**src/rtl/tpu_fixed_pkg.sv**
```systemverilog
// Fixed-point types and limits shared by the MAC accumulator and the int18-to-bf16 normalizer.
package tpu_fixed_pkg;

    localparam int DATA_W    = 8;
    localparam int ACC_W     = 18;
    localparam int FRAC_BITS = 8;
    localparam int CNT_W     = 8;
    localparam int PROD_W    = 2 * DATA_W;

    localparam logic [ACC_W-1:0] ACC_MAX = 18'h1FFFF;
    localparam logic [ACC_W-1:0] ACC_MIN = 18'h20000;

    typedef logic signed [ACC_W-1:0]  acc_t;
    typedef logic signed [DATA_W-1:0] opnd_t;
    typedef logic signed [PROD_W-1:0] prod_t;

    typedef enum logic {
        SLOT_EMPTY = 1'b0,
        SLOT_FULL  = 1'b1
    } slot_state_e;

endpackage

```
**src/rtl/sat_add.sv**
```systemverilog
// Signed accumulator add of a narrower sign-extended addend, clamped to the acc_t range.
module sat_add
    import tpu_fixed_pkg::*;
#(
    parameter int ADD_W = PROD_W
) (
    input  acc_t                    acc_in,
    input  logic signed [ADD_W-1:0] addend,
    output acc_t                    sum,
    output logic                    ovf
);

    logic [ACC_W:0] wide;

    always_comb begin
        wide = {acc_in[ACC_W-1], acc_in} + {{(ACC_W + 1 - ADD_W){addend[ADD_W-1]}}, addend};
        // The two top bits disagree only when the true sum left the ACC_W range.
        ovf  = wide[ACC_W] ^ wide[ACC_W-1];
        if (!ovf) begin
            sum = wide[ACC_W-1:0];
        end else if (wide[ACC_W]) begin
            sum = ACC_MIN;
        end else begin
            sum = ACC_MAX;
        end
    end

endmodule

```
**src/rtl/mac_accumulator.sv**
```systemverilog
// Two-stage Q4.4 multiply / Q10.8 saturating accumulate, one registered result per vector.
// State | meaning: SLOT_EMPTY | no result held; SLOT_FULL | result waiting for out_ready.
module mac_accumulator
    import tpu_fixed_pkg::*;
(
    input  logic              clk,
    input  logic              rst,
    input  logic              in_valid,
    output logic              in_ready,
    input  logic [DATA_W-1:0] in_a,
    input  logic [DATA_W-1:0] in_b,
    input  logic              in_last,
    output logic              out_valid,
    input  logic              out_ready,
    output logic [ACC_W-1:0]  out_acc,
    output logic              out_sat,
    output logic [CNT_W-1:0]  out_count
);

    prod_t             p_prod_q, p_prod_d;
    logic              p_valid_q, p_valid_d;
    logic              p_last_q, p_last_d;
    acc_t              acc_q, acc_d;
    logic              sat_q, sat_d;
    logic [CNT_W-1:0]  cnt_q, cnt_d;
    acc_t              out_acc_q, out_acc_d;
    logic              out_sat_q, out_sat_d;
    logic [CNT_W-1:0]  out_cnt_q, out_cnt_d;
    slot_state_e       slot_q, slot_d;

    acc_t              sum;
    logic              ovf;
    logic              out_free;
    logic              p_consume;
    logic              in_fire;
    logic              load;
    logic [CNT_W-1:0]  cnt_inc;
    prod_t             a_ext;
    prod_t             b_ext;

    sat_add #(.ADD_W(PROD_W)) u_sat_add (
        .acc_in (acc_q),
        .addend (p_prod_q),
        .sum    (sum),
        .ovf    (ovf)
    );

    assign out_valid = (slot_q == SLOT_FULL);
    assign out_acc   = out_acc_q;
    assign out_sat   = out_sat_q;
    assign out_count = out_cnt_q;

    always_comb begin
        out_free  = !out_valid || out_ready;
        // Only a last product needs the output slot; partial sums never stall.
        p_consume = p_valid_q && (!p_last_q || out_free);
        in_ready  = !p_valid_q || p_consume;
        in_fire   = in_valid && in_ready;
        load      = p_consume && p_last_q;
        cnt_inc   = (cnt_q == {CNT_W{1'b1}}) ? cnt_q : cnt_q + CNT_W'(1);
        a_ext     = prod_t'(opnd_t'(in_a));
        b_ext     = prod_t'(opnd_t'(in_b));

        p_prod_d  = p_prod_q;
        p_valid_d = p_valid_q;
        p_last_d  = p_last_q;
        acc_d     = acc_q;
        sat_d     = sat_q;
        cnt_d     = cnt_q;
        out_acc_d = out_acc_q;
        out_sat_d = out_sat_q;
        out_cnt_d = out_cnt_q;
        slot_d    = slot_q;

        if (in_fire) begin
            p_prod_d  = a_ext * b_ext;
            p_valid_d = 1'b1;
            p_last_d  = in_last;
        end else if (p_consume) begin
            p_valid_d = 1'b0;
        end

        if (p_consume) begin
            if (p_last_q) begin
                out_acc_d = sum;
                out_sat_d = sat_q | ovf;
                out_cnt_d = cnt_inc;
                acc_d     = '0;
                sat_d     = 1'b0;
                cnt_d     = '0;
            end else begin
                acc_d = sum;
                sat_d = sat_q | ovf;
                cnt_d = cnt_inc;
            end
        end

        case (slot_q)
            SLOT_EMPTY: if (load) slot_d = SLOT_FULL;
            SLOT_FULL:  if (out_ready && !load) slot_d = SLOT_EMPTY;
            default:    slot_d = SLOT_EMPTY;
        endcase
    end

    always_ff @(posedge clk) begin
        if (rst) begin
            p_prod_q  <= '0;
            p_valid_q <= 1'b0;
            p_last_q  <= 1'b0;
            acc_q     <= '0;
            sat_q     <= 1'b0;
            cnt_q     <= '0;
            out_acc_q <= '0;
            out_sat_q <= 1'b0;
            out_cnt_q <= '0;
            slot_q    <= SLOT_EMPTY;
        end else begin
            p_prod_q  <= p_prod_d;
            p_valid_q <= p_valid_d;
            p_last_q  <= p_last_d;
            acc_q     <= acc_d;
            sat_q     <= sat_d;
            cnt_q     <= cnt_d;
            out_acc_q <= out_acc_d;
            out_sat_q <= out_sat_d;
            out_cnt_q <= out_cnt_d;
            slot_q    <= slot_d;
        end
    end

endmodule

```
**config.mk**
```make
export PLATFORM = sky130hd
export DESIGN_NAME = mac_accumulator
export DESIGN_NICKNAME = d
export VERILOG_FILES = /design/src/rtl/tpu_fixed_pkg.sv /design/src/rtl/sat_add.sv /design/src/rtl/mac_accumulator.sv
export SDC_FILE = /design/constraint.sdc
export NUM_CORES = 1
export LEC_CHECK = 0
export CAP_MARGIN = 20
export CELL_PAD_IN_SITES_DETAIL_PLACEMENT = 0
export CELL_PAD_IN_SITES_GLOBAL_PLACEMENT = 1
export CORE_ASPECT_RATIO = 1.25
export CORE_MARGIN = 2
export CORE_UTILIZATION = 45
export DETAILED_ROUTE_END_ITERATION = 8
export PLACE_DENSITY = 0.92
export SLEW_MARGIN = 20
export SYNTH_ARGS = -nofsm -noshare
export SYNTH_HDL_FRONTEND = slang
export SYNTH_SLANG_ARGS = --single-unit
```
**constraint.sdc**
```tcl
create_clock -name clk -period 15.55 [get_ports clk]
set_clock_uncertainty 0.15 [all_clocks]
set_input_delay 3.11 -clock clk [delete_from_list [all_inputs] [get_ports clk]]
set_output_delay 3.11 -clock clk [all_outputs]
set_load 0.005 [all_outputs]
```
==> run_results.csv, run 1 <==
group,metric,value,unit
setup_path,crit_arrival,8120,ps
hold_path,hp-class,"register to register",
yosys,synth_top_family_by_area,"adder cells",
yosys,synth_fa_ha_area_share,28.4,%
routing,wl,12.8,mm
yosys,synthXorXnorAreaFrac,4.48,%
yosys,syn_nets,799,
yosys,yosysWarnings,0,
pwr,pwr-share-comb,50.8,%
global_routing,grt_pass1_vias,4955,
setup_path,crit_family,"adder cells",
routing,drc,0,
sta,tightest_slew,813,ps
place,place_congestion,0.889,
floorplanning,core_region_area,13200,um2
pwr,netSwitchingFraction,37.7,%
pwr,p_seq_share,24.8,%
run_status,status,"completed",
place,io_buffers,49,
setup_path,required,15640,ps
yosys,ys_types,53,
sta,max_slew_margin,45.7,%
sta,rsz0062_at_grt,"no",
yosys,synth_edf_count,0,
floorplanning,fp-row-count,47,
clock_network,cts_resized,0,
setup_path,cp_slowest_cell,"clkdlybuf4s50_1",
setup_path,path_cells,"clkdlybuf4s50_1 -> nand2b_1 -> fa_1 -> fa_1 -> inv_1 -> fa_1 -> inv_1 -> fa_1 -> inv_1 -> ha_1 -> a2111oi_0 -> nor3_1 -> a2111oi_2 -> a21oi_1 -> xnor2_1 -> o31ai_1",
layout,area_growth,15.8,%
yosys,syn-cell-area,6060,um2
clock_network,root_buffer,"clkbuf_16",
setup_path,max_stage_delay,660,ps
pwr,leakage,3.12,nW
sta,fin_crit_sh,51.6,%
clock_network,cts_tree,"built",
clock_network,ctsHoldBuffers,0,
floorplanning,die_h,134,um
flow_run,drv_cap,0,
yosys,async_flop_share,0,%
setup_path,crit_path_max_fanout,9,
setup_path,end_kind,"register",
global_routing,antenna_found_initial,0,
clock_network,cts_buffers,9,
sta,drv_slew,0,
yosys,synth.area.top_cells,"dfxtp_1 24%, fa_1 19%, ha_1 9.9%, inv_1 5.4%, a221o_1 4.6%",
global_routing,grt_use_total,19.0,%
yosys,ys_seq_area_share,24.1,%
setup_path,path_buf_inv,4,
yosys,yosysMostFrequentCell,"inv_1",
sta,finalSetupViolCount,0,
yosys,syn_inst,674,
floorplanning,start_util,46.0,%
clock_network,postCtsSetupBuffers,0,
global_routing,grt_pass1_wl,22.7,mm
pwr,power.switching,0.000332,W
floorplanning,fp.dieW,108,um
routing,num_vias,4814,
sta,final.setup.tns,0,ps
global_routing,globalRouteOverflowTotal,0,
sta,period_needed,8030,ps
routing,drt_iter0_drc,194,
place,place_ws,7150,ps
floorplanning,ios,50,
clock_network,htree_levels,3,
yosys,synth.avg_cell_area,8.99,um2
pwr,peakVddDrop,0.0000590,V
pwr,p_int,0.000549,W
clock_network,clock_path_buffers,2,
routing,drt-wirelength-per-cell,14.4,um
yosys,synthSimpleGateAreaFrac,18.0,%
setup_path,cp-start-kind,"input port",
global_routing,grt_max_degree,33,
yosys,yosys-top-cells-count,"87 x inv_1, 73 x dfxtp_1, 72 x nand2_1",
sta,hold_violations,0,
setup_path,critical_path_class,"input port to register",
sta,fmax,125,MHz
clock_network,path_clk_slew,50,ps
yosys,yosys.area.top_type,"dfxtp_1",
setup_path,reg2reg_slack,12130,ps
place,hpwl,10.4,mm
pwr,p_per_area,126,nW/um2
pwr,clkPwrFrac,24.4,%
layout,fin_nets,843,
routing,vias_per_cell,5.39,
clock_network,insertion_delay,340,ps
yosys,synth_top_area_share,24.1,%
layout,diodes,0,
routing,ant_nets,0,
clock_network,cts.sink_count,73,
yosys,synth_mux_area_share,0.537,%
setup_path,critPathMostFrequentCell,"fa_1",
routing,first_pass_iters,5,
sta,worst_slack,7520,ps
floorplanning,die_area,14400,um2
yosys,ys_seq_elements,73,
layout,layout-drive-gt1-share,4.99,%
yosys,synth-compound-area-share,17.6,%
yosys,synth-main-ff-cell,"dfxtp_1",
[cell type report]
| cell class | instances | area, um2 |
|---|---|---|
| sequential | 73 | 1460 |
| multi-input combinational | 495 | 4190 |
| inverter | 87 | 327 |
| timing repair buffer | 52 | 513 |
| clock inverter | 2 | 35.0 |
| fill | 1226 | 6160 |
| tap | 171 | 214 |
| clock buffer | 13 | 280 |
[final timing paths]
| check | start | to | cells after the start |
|---|---|---|---|
| hold reg to reg | out_count[1]$_SDFFE_PP0P_ | out_count[1]$_SDFFE_PP0P_ | 2 |
| hold / removal | out_count[1]$_SDFFE_PP0P_ | out_count[1]$_SDFFE_PP0P_ | 2 |
| setup reg to reg | acc_q[0]$_SDFFE_PP0P_ | acc_q[8]$_SDFFE_PP0P_ | 11 |
| setup / recovery | in_b[7] | p_prod_q[15]$_SDFFE_PP0P_ | 16 |
[placed cells by master, fill, tap and decap left out, types with 4 or more instances in the layout]
cell type         n
a22o_1            5
dfxtp_1          73
and2_1           40
clkdlybuf4s50_1  49
fa_1             56
clkbuf_16         9
a21o_1           13
nor2_1           32
a31oi_1           6
o21a_1            6
inv_1            87
a221o_1          28
o21ai_0          21
nor2_2            5
clkbuf_8          4
ha_1             48
xnor2_1          25
nand2_1          72
nand3_1          13
nor2b_1          14
xor2_1            6
and3_1           12
a21oi_1          40
nor3_1            7
a22oi_1           4
[power by group through the flow]
stage / Clock, W / Combinational, W / Sequential, W
after floorplan: 0 / 0.000363 / 0.000218
after global placement: 0 / 0.000437 / 0.000222
after detailed placement: 0 / 0.000448 / 0.000223
after CTS: 0.000218 / 0.000452 / 0.000219
after global routing: 0.000224 / 0.000516 / 0.000221
final: 0.000215 / 0.000448 / 0.000219
[layer usage]
metal  wire, um  part of all wire [%]  GRT usage, %
met5          0                     0             0
met4        220                   1.7          6.27
met3        414                   3.2          2.59
met2       6320                    49          32.9
met1       5880                    46          24.4
[kinds of logic (layout without fill, tap and decap cells)]
group,after synthesis,count (layout)
multiplexers,3,3
AND/OR/NAND/NOR,211,211
AO/OA/AOI/OAI,146,146
flip-flops,73,73
adder cells (fa/ha/maj),104,104
XOR/XNOR,31,31
buffers and inverters,106,154
[worst min-delay path: cells and delay by family, from the launching register on]
family,cells,cell delay [ps]
AO/OA/AOI/OAI,1,50
flip-flops,1,320
AND/OR/NAND/NOR,1,40
[stage by stage]
| step | area (um2) | hold WS (ps) | instances | power [W] | utilization [%] |
|---|---|---|---|---|---|
| after floorplan | 6060 | 275 | 674 | 0.000581 | - |
| after global placement | 6700 | 290 | 878 | 0.000660 | 50.9 |
| after detailed placement | 6700 | 293 | 878 | 0.000671 | 50.9 |
| after CTS | 7020 | 306 | 893 | 0.000888 | 53.3 |
| after global routing | 7020 | 336 | 893 | 0.000961 | 53.3 |
| final | 7020 | 302 | 893 | 0.000882 | 53.3 |
[flip-flops by register name, indices dropped and copies added (netlist names)]
signal / flops
acc_q: 18
out_acc: 18
p_prod_q: 16
cnt_q: 8
out_count: 8
out_sat: 1
out_valid: 1
p_last_q: 1
p_valid_q: 1
sat_q: 1
No activity file was read; power rests on OpenSTA's default activity.
==> inputs of run 2 (changes only) <==
==> constraint.sdc (replaced) <==
create_clock -name clk -period 7.4 [get_ports clk]
set_clock_uncertainty 0.15 [all_clocks]
set_input_delay 1.48 -clock clk [delete_from_list [all_inputs] [get_ports clk]]
set_output_delay 1.48 -clock clk [all_outputs]
set_load 0.005 [all_outputs]
==> run 2 against run 1 <==
  * Non-clock buffer count unchanged
  * Count of clock-buffer cells in the layout unchanged
  * Core utilization down 0.19 points
  * Sequential share of layout area up 0.075 points
  * Wire length down 0.19%
  * Critical endpoint unchanged
==> run_results.csv, run 2 (same netlist as run 1, synthesis figures left out) <==
group,metric,value,unit
routing,ant_nets,0,
global_routing,grt_pass1_vias,4855,
clock_network,cts.sink_count,73,
layout,fillers,1227,
sta,finalSetupViolCount,0,
clock_network,postCtsSetupBuffers,0,
sta,hold_violations,0,
pwr,p_total,0.00183,W
hold_path,hp-class,"register to register",
setup_path,critical_path_class,"input port to register",
setup_path,cp-start-kind,"input port",
setup_path,cp_slowest_cell,"clkdlybuf4s50_1",
pwr,leakage,3.11,nW
floorplanning,die_area,14400,um2
clock_network,ctsHoldBuffers,0,
floorplanning,start_util,46.0,%
global_routing,grt_use_total,18.6,%
setup_path,crit_path_max_fanout,9,
setup_path,path_cells,"clkdlybuf4s50_1 -> nand2b_1 -> fa_1 -> fa_1 -> inv_1 -> fa_1 -> inv_1 -> fa_1 -> inv_1 -> ha_1 -> a2111oi_0 -> nor3_1 -> a2111oi_2 -> a21oi_1 -> xnor2_1 -> o31ai_1",
layout,layout-drive-gt1-share,4.70,%
setup_path,end_kind,"register",
clock_network,root_buffer,"clkbuf_16",
layout,diodes,0,
place,dpl_cell_area,6700,um2
layout,final_cell_area,6990,um2
routing,first_pass_iters,6,
sta,drv_slew,0,
global_routing,antenna_found_initial,0,
clock_network,htree_levels,3,
place,hpwl,10.3,mm
flow_run,drv_cap,0,
setup_path,crit_arrival,6550,ps
floorplanning,core_region_area,13200,um2
sta,fin_crit_sh,87.3,%
clock_network,insertion_delay,340,ps
sta,holdWs,303,ps
global_routing,top_usage_layer,"met2",
global_routing,grt_pass1_wl,22.0,mm
setup_path,critPathMostFrequentCell,"fa_1",
clock_network,cts_resized,0,
floorplanning,fp.dieW,108,um
floorplanning,fp-row-count,47,
sta,fmax,155,MHz
routing,num_vias,4805,
global_routing,met3_usage,2.10,%
routing,drt_iter0_drc,175,
routing,vias_per_cell,5.37,
clock_network,cts_buffers,9,
run_status,status,"completed",
global_routing,grt_max_degree,33,
layout,layout_commonest_cell,"inv_1",
pwr,peakVddDrop,0.000159,V
routing,drt-wirelength-per-cell,14.3,um
floorplanning,die_h,134,um
layout,layout_common_cells,"87 x inv_1, 73 x dfxtp_1, 72 x nand2_1, 56 x fa_1, 49 x clkdlybuf4s50_1",
global_routing,use_met2,32.4,%
sta,tightest_slew,788,ps
setup_path,max_stage_delay,660,ps
layout,fin_nets,843,
clock_network,cts_tree,"built",
clock_network,path_clk_slew,50,ps
sta,rsz0062_at_grt,"no",
pwr,p_per_area,261,nW/um2
sta,period_needed,6460,ps
setup_path,required,7490,ps
global_routing,globalRouteOverflowTotal,0,
routing,drc,0,
floorplanning,ios,50,
routing,wl,12.8,mm
sta,max_slew_margin,47.4,%
sta,final.setup.tns,0,ps
global_routing,grtUsageMet1,23.7,%
place,place_congestion,0.889,
place,io_buffers,49,
clock_network,clock_path_buffers,2,
layout,area_growth,15.4,%
[run 2: worst paths after layout]
kind                            slack (ps)                   endpoint  depth (start not counted)             startpoint
worst max-delay path                   940  p_prod_q[15]$_SDFFE_PP0P_                         16                in_b[7]
worst min register to register         300         sat_q$_SDFFE_PP0P_                          2     sat_q$_SDFFE_PP0P_
worst min-delay path                   300         sat_q$_SDFFE_PP0P_                          2     sat_q$_SDFFE_PP0P_
worst max register to register        3990      acc_q[2]$_SDFFE_PP0P_                         11  acc_q[0]$_SDFFE_PP0P_
[run 2: layout make-up]
cell class | count | area, um2 | share of cell area [%]
Sequential cell | 73 | 1460 | 20.9
Multi-Input combinational cell | 495 | 4190 | 59.9
Clock buffer | 13 | 250 | 3.58
Tap cell | 171 | 214 | 3.06
Inverter | 87 | 327 | 4.67
Timing Repair Buffer | 52 | 513 | 7.34
Clock inverter | 3 | 40.0 | 0.573
[run 2: critical path, delay by kind of cell]
family | cells | cell delay [ps]
AND/OR/NAND/NOR | 2 | 300
AO/OA/AOI/OAI | 4 | 1380
XOR/XNOR | 1 | 150
buffers and inverters | 4 | 810
adder cells (fa/ha/maj) | 5 | 2440
[run 2: per-stage QoR]
| stage | util [%] | setup WS [ps] | std cells |
|---|---|---|---|
| 3_3_place_gp | 50.9 | 660 | 878 |
| 6_report | 53.1 | 943 | 894 |
| 4_1_cts | 53.1 | 945 | 894 |
| 5_1_grt | 53.1 | 606 | 894 |
| 3_5_place_dp | 50.9 | 602 | 878 |
| 2_1_floorplan | - | 1560 | 674 |
[run 2: where the power goes]
part | switching [W] | internal, W
registers | 0.0000282 | 0.000433
logic | 0.000514 | 0.000427
clock network | 0.000156 | 0.000269
[run 2: layer usage]
metal | part of all wire (%) | wire length, um | vias to the layer above
li1 | - | - | 2379
met1 | 46 | 5880 | 2328
met2 | 50 | 6410 | 82
met3 | 2.6 | 331 | 16
met4 | 1.5 | 195 | 0
met5 | 0 | 0 | -
